## src/rtl/vga_pkg.sv

```systemverilog
// ---------------------------------------------------------------------------
// vga_pkg
//   Shared definitions for the VGA frame controller slice:
//   - frame-update FSM state enum
//   - layer count and colour width
//   - 640x480 @ 60 Hz timing constants
//   - one-hot helper for the update-request vector
// ---------------------------------------------------------------------------
package vga_pkg;

    localparam int unsigned NUM_LAYERS = 4;
    localparam int unsigned RGB_W      = 3;

    // 640x480 horizontal timing (pixels)
    localparam int unsigned H_DISPLAY = 640;
    localparam int unsigned H_FRONT   = 16;
    localparam int unsigned H_SYNC    = 96;
    localparam int unsigned H_BACK    = 48;
    localparam int unsigned H_TOTAL   = H_DISPLAY + H_FRONT + H_SYNC + H_BACK;

    // 640x480 vertical timing (lines)
    localparam int unsigned V_DISPLAY = 480;
    localparam int unsigned V_FRONT   = 10;
    localparam int unsigned V_SYNC    = 2;
    localparam int unsigned V_BACK    = 33;
    localparam int unsigned V_TOTAL   = V_DISPLAY + V_FRONT + V_SYNC + V_BACK;

    typedef enum logic [1:0] {
        ST_IDLE,
        ST_REQ,
        ST_WAIT,
        ST_DONE
    } upd_state_t;

    function automatic logic [NUM_LAYERS-1:0] idx_onehot(input logic [1:0] idx);
        return NUM_LAYERS'(1) << idx;
    endfunction

endpackage

```

## src/rtl/vga_layer_mux.sv

```systemverilog
// ---------------------------------------------------------------------------
// vga_layer_mux
//   Combinational priority pixel mux. Layer 0 has highest priority; when no
//   layer hits, the background colour is used. Outside the visible area the
//   output is black.
//
//   Ports
//     video_on   in   1                 visible-area flag
//     layer_on   in   NUM_LAYERS        per-layer hit flags
//     layer_rgb  in   NUM_LAYERS*RGB_W  layer i at [RGB_W*i +: RGB_W]
//     bg_rgb     in   RGB_W             background colour
//     pix_rgb    out  RGB_W             selected colour (unregistered)
// ---------------------------------------------------------------------------
module vga_layer_mux
    import vga_pkg::*;
(
    input  logic                        video_on,
    input  logic [NUM_LAYERS-1:0]       layer_on,
    input  logic [NUM_LAYERS*RGB_W-1:0] layer_rgb,
    input  logic [RGB_W-1:0]            bg_rgb,
    output logic [RGB_W-1:0]            pix_rgb
);

    always_comb begin
        pix_rgb = bg_rgb;
        // Walk from the lowest priority upward so the lowest index wins.
        for (int unsigned i = NUM_LAYERS; i > 0; i--) begin
            if (layer_on[i-1]) begin
                pix_rgb = layer_rgb[(i-1)*RGB_W +: RGB_W];
            end
        end
        if (!video_on) begin
            pix_rgb = '0;
        end
    end

endmodule

```

## src/rtl/vga_frame_ctrl.sv

```systemverilog
// ---------------------------------------------------------------------------
// vga_frame_ctrl
//   Registers the prioritised pixel colour and, once per frame, walks the four
//   game objects through an update handshake (req held until ack).
//
//   Parameters
//     VBLANK_LINE  pixel_y line on which the update sequence starts
//     TIMEOUT_CYC  WAIT cycles allowed per ack (timeout build only)
//
//   Ports
//     clk, reset_n           clock, async active-low reset
//     p_tick                 pixel-rate enable
//     video_on               visible-area flag
//     pixel_x, pixel_y       current pixel coordinates (10 bits each)
//     layer_on, layer_rgb    layer hit flags / colours (layer 0 highest prio)
//     bg_rgb                 background colour
//     rgb                    registered pixel colour (1 clk latency)
//     upd_req, upd_ack       one-hot request / per-object acknowledge
//     frame_tick, upd_done   single-cycle pulses
//     overrun                sticky: frame_tick seen while a sequence is active
//     timeout_err            sticky per-object ack timeout flags
//
//   Build option
//     VGA_FRAME_CTRL_TIMEOUT_EN  adds the WAIT timeout counter; without it the
//                                FSM waits indefinitely and timeout_err is 0.
// ---------------------------------------------------------------------------
module vga_frame_ctrl
    import vga_pkg::*;
#(
    parameter int unsigned VBLANK_LINE = 480,
    parameter int unsigned TIMEOUT_CYC = 1024
) (
    input  logic                        clk,
    input  logic                        reset_n,
    input  logic                        p_tick,
    input  logic                        video_on,
    input  logic [9:0]                  pixel_x,
    input  logic [9:0]                  pixel_y,
    input  logic [NUM_LAYERS-1:0]       layer_on,
    input  logic [NUM_LAYERS*RGB_W-1:0] layer_rgb,
    input  logic [RGB_W-1:0]            bg_rgb,
    output logic [RGB_W-1:0]            rgb,
    output logic [NUM_LAYERS-1:0]       upd_req,
    input  logic [NUM_LAYERS-1:0]       upd_ack,
    output logic                        frame_tick,
    output logic                        upd_done,
    output logic                        overrun,
    output logic [NUM_LAYERS-1:0]       timeout_err
);

    upd_state_t  state, state_next;
    logic [1:0]  idx, idx_next;
    logic [RGB_W-1:0] mux_rgb;
    logic        tmo_hit;
    logic        ack_cur;

    vga_layer_mux u_layer_mux (
        .video_on  (video_on),
        .layer_on  (layer_on),
        .layer_rgb (layer_rgb),
        .bg_rgb    (bg_rgb),
        .pix_rgb   (mux_rgb)
    );

    assign ack_cur = upd_ack[idx];

`ifdef VGA_FRAME_CTRL_TIMEOUT_EN
    localparam int unsigned TMO_W = (TIMEOUT_CYC > 2) ? $clog2(TIMEOUT_CYC) : 1;

    logic [TMO_W-1:0] tmo_cnt;

    // Fires on the TIMEOUT_CYC-th WAIT cycle; the counter is zero on WAIT entry.
    assign tmo_hit = (state == ST_WAIT) && (tmo_cnt == TMO_W'(TIMEOUT_CYC - 1));

    always_ff @(posedge clk or negedge reset_n) begin
        if (!reset_n) begin
            tmo_cnt     <= '0;
            timeout_err <= '0;
        end else begin
            if (state != ST_WAIT || tmo_hit) begin
                tmo_cnt <= '0;
            end else begin
                tmo_cnt <= tmo_cnt + 1'b1;
            end
            // An ack arriving on the timeout cycle wins; no error is flagged.
            if (tmo_hit && !ack_cur) begin
                timeout_err[idx] <= 1'b1;
            end
        end
    end
`else
    assign tmo_hit     = 1'b0;
    assign timeout_err = '0;
`endif

    always_comb begin
        state_next = state;
        idx_next   = idx;
        case (state)
            ST_IDLE: begin
                if (frame_tick) begin
                    state_next = ST_REQ;
                    idx_next   = '0;
                end
            end
            ST_REQ: begin
                state_next = ST_WAIT;
            end
            ST_WAIT: begin
                if (ack_cur || tmo_hit) begin
                    if (idx == 2'd3) begin
                        state_next = ST_DONE;
                        idx_next   = '0;
                    end else begin
                        state_next = ST_REQ;
                        idx_next   = idx + 2'd1;
                    end
                end
            end
            ST_DONE: begin
                state_next = ST_IDLE;
            end
            default: begin
                state_next = ST_IDLE;
            end
        endcase
    end

    // Request and done are decoded from the state register, so they clear
    // together with it on reset and can never show more than one request bit.
    always_comb begin
        upd_req  = '0;
        upd_done = 1'b0;
        if (state == ST_REQ || state == ST_WAIT) begin
            upd_req = idx_onehot(idx);
        end
        if (state == ST_DONE) begin
            upd_done = 1'b1;
        end
    end

    always_ff @(posedge clk or negedge reset_n) begin
        if (!reset_n) begin
            state      <= ST_IDLE;
            idx        <= '0;
            rgb        <= '0;
            frame_tick <= 1'b0;
            overrun    <= 1'b0;
        end else begin
            state      <= state_next;
            idx        <= idx_next;
            rgb        <= mux_rgb;
            frame_tick <= p_tick && (pixel_x == '0) && (pixel_y == 10'(VBLANK_LINE));
            if (frame_tick && state != ST_IDLE) begin
                overrun <= 1'b1;
            end
        end
    end

endmodule
```

## config.mk

```make
export PLATFORM = sky130hd
export DESIGN_NAME = vga_frame_ctrl
export DESIGN_NICKNAME = d
export VERILOG_FILES = /design/src/rtl/vga_pkg.sv /design/src/rtl/vga_layer_mux.sv /design/src/rtl/vga_frame_ctrl.sv
export SDC_FILE = /design/constraint.sdc
export NUM_CORES = 1
export LEC_CHECK = 0
export ABC_CLOCK_PERIOD_IN_PS = 2150
export CAP_MARGIN = 20
export CORE_ASPECT_RATIO = 1.4
export CORE_MARGIN = 8
export CORE_UTILIZATION = 31
export DETAILED_ROUTE_END_ITERATION = 8
export GPL_TIMING_DRIVEN = 1
export PLACE_DENSITY_LB_ADDON = 0.15
export SYNTH_ARGS = -nofsm -noshare
export SYNTH_HDL_FRONTEND = slang
export SYNTH_HIERARCHICAL = 1
export SYNTH_SLANG_ARGS = --single-unit
```

## constraint.sdc

```tcl
create_clock -name clk -period 2.15 [get_ports clk]
set_clock_uncertainty 0.05 [all_clocks]
set_input_delay 0.43 -clock clk [delete_from_list [all_inputs] [get_ports clk]]
set_output_delay 0.43 -clock clk [all_outputs]
set_load 0.02 [all_outputs]
```

==> metrics.txt <==
status finished, final reports clean; largest net degree at the start of global routing 10; Synth Area in XOR/XNOR 0; P_int roughly 0.55 mW; final setup vio count 0; power per standard cell area between 600 and 700 mW/mm^2; Sw Ratio 0.385; clock slew at the register clock pins of the worst setup and hold paths roughly 0.060 ns; most common library cell in the layout ignoring fill and taps clkdlybuf4s50_1; Syn Area/Cell 9.82 um^2; ys async rst share 1.00; crit-path max cell delay 0.39 ns; Startpoint Class flip-flop; post-synthesis cell area slightly above 700 um^2; Pwr Total 0.895 mW; hold crit path type reg -> reg; cell count after synthesis 72; fraction of layout cells with a size suffix above 1 0.0534; final wirelength 1940 um; Yosys warnings 6; Die W 56.4 um; final slew viol count 0; worst setup margin 0.157 ns; Post-CTS Resized 4; overall routing resource usage 0.0933; DIE AREA 0.00409 mm^2; maximum clock frequency 502 MHz; Layout Nets between 150 and 200; vias in the first global route 801; multiplexer share of the synthesized area 0.133; Buffers on Ports 56; CTS Sinks 9; initial antenna violation count 0; Crit. End Element output pin; Die Height about 73 um; Starting DRT DRC Count 6; CP max FO 4; Synth-to-Final Area Change 83.5%; Top FF cell, synth dfrtp_1; Pleak between 0.5 and 0.6 nW; 1st-pass router iterations 2; min Tclk post-route 1.99 ns; deepest clock path buffer count 2; WL per Instance 12.7 um; WP data required around 1.7 ns; vias post-DR 723; Compound-Gate Fraction of Synth Area 0.163; number of flops mapped to enable cells by yosys 0; RSZ-0062 raised after global routing false; clock power share 0.137; Via density between 4 and 5; Starting Density 0.325; FP Rows 20; crit path cell chain inv_1 -> ha_1 -> and2_1 -> dlygate4sd2_1; grt total ovfl 0; Yosys cell types 24; first-pass GRT wire length about 3200 um; register share of total power 0.276; Yosys reg bits 9; ANT cells 0; Hold Fails Final Rpt 0; worst path arrival time 1.51 ns; Hold-fix buffers, CTS 0; Crit-path slowest cell dfrtp_1; core area about 0.0022 mm^2; setup TNS 0 ns; final worst-path cycle share 0.927; CTS tree built; Post-DRT Antenna Nets 0; main combinational cell family by area after synthesis simple AND/OR/NAND/NOR gates; post-synthesis simple-gate area fraction 0.182; sw power roughly 0.35 mW; maximum vdd drop roughly 0.00027 V; Setup CP Type reg -> out; post-synthesis sequential area ratio 0.319; hpwl dp 1850 um; later-pin clock latency in the skew report approximately 0.25 ns; max cap viols 0; hold_ws 0.413 ns; dpl ws about 0.17 ns; total CTS buffers 3; Root Buffer clkbuf_4; Adder-Cell Fraction of Synth Area 0.124; Placer Congestion between 0.7 and 0.8; I/O pin total 61; postcts setup bufs 0; Comb pwr share 0.587; H-tree levels 1; number of remaining DRC errors 0; most frequent cells in the layout clkdlybuf4s50_1, dfrtp_1, ha_1
metrics by stage:
stage / cells / instance area (um^2) / util
after global routing: 153 / 1300 / 0.596
after CTS: 153 / 1300 / 0.596
after global placement: 149 / 1280 / 0.586
final: 153 / 1300 / 0.596
after detailed placement: 149 / 1280 / 0.586
after floorplan: 75 / 718 / -
flip-flops by register name (all words and copies together), names as in the netlist:
signal	count
state	2
frame_tick	1
idx	2
overrun	1
rgb	3
worst max-delay path: cells and delay by family, from the launching register on:
family | cells | cell delay [ns]
flip-flops | 1 | 0.39
buffers and inverters | 2 | 0.39
adder cells (fa/ha/maj) | 1 | 0.33
AND/OR/NAND/NOR | 1 | 0.16
metal layers:
| metal | part of all wire | GRT usage | wire (um) | vias to the layer above |
|---|---|---|---|---|
| met3 | 0.079 | 0.0419 | 154 | 0 |
| li1 | - | - | - | 368 |
| met4 | 0 | 0.0241 | 0 | 0 |
| met2 | 0.56 | 0.174 | 1090 | 31 |
| met5 | 0 | 0 | 0 | - |
| met1 | 0.36 | 0.0896 | 699 | 324 |
Yosys cell counts, types with 4 or more instances:
library cell / n / area share
dfrtp_1: 9 / 0.32
ha_1: 7 / 0.12
inv_1: 6 / 0.032
mux2i_1: 6 / 0.085
and2_1: 5 / 0.044
a21oi_1: 4 / 0.028
buf_4: 4 / 0.042
nand2_1: 4 / 0.021
power groups by stage:
stage | Clock, mW | Combinational (mW) | Sequential [mW]
after floorplan | 0 | 0.339 | 0.248
after detailed placement | 0 | 0.556 | 0.250
after global placement | 0 | 0.544 | 0.247
after CTS | 0.130 | 0.536 | 0.247
after global routing | 0.140 | 0.591 | 0.252
final | 0.123 | 0.525 | 0.247
logic make-up after synthesis:
kind of cell,count (synthesis)
adder cells (fa/ha/maj),7
AND/OR/NAND/NOR,23
other,1
buffers and inverters,10
flip-flops,9
multiplexers,9
AO/OA/AOI/OAI,13
cell type report:
| cell class | count | area (um^2) |
|---|---|---|
| tap | 22 | 27.5 |
| multi-input combinational | 56 | 440 |
| clock buffer | 4 | 26.3 |
| fill | 207 | 880 |
| sequential | 9 | 225 |
| inverter | 6 | 22.5 |
| timing repair buffer | 56 | 556 |
worst paths after layout:
| kind | from | to | slack, ns | cells past startpoint |
|---|---|---|---|---|
| hold reg to reg | overrun | overrun | 0.41 | 1 |
| setup reg to reg | state[0] | idx[1] | 0.33 | 6 |
| max in group asynchronous | reset_n | state[1] | 1.35 | 1 |
| setup / recovery | state[0] | upd_req[1] | 0.16 | 4 |
| hold / removal | overrun | overrun | 0.41 | 1 |
| min in group asynchronous | reset_n | idx[1] | 0.42 | 1 |
No activity file was read; power rests on OpenSTA's default activity.
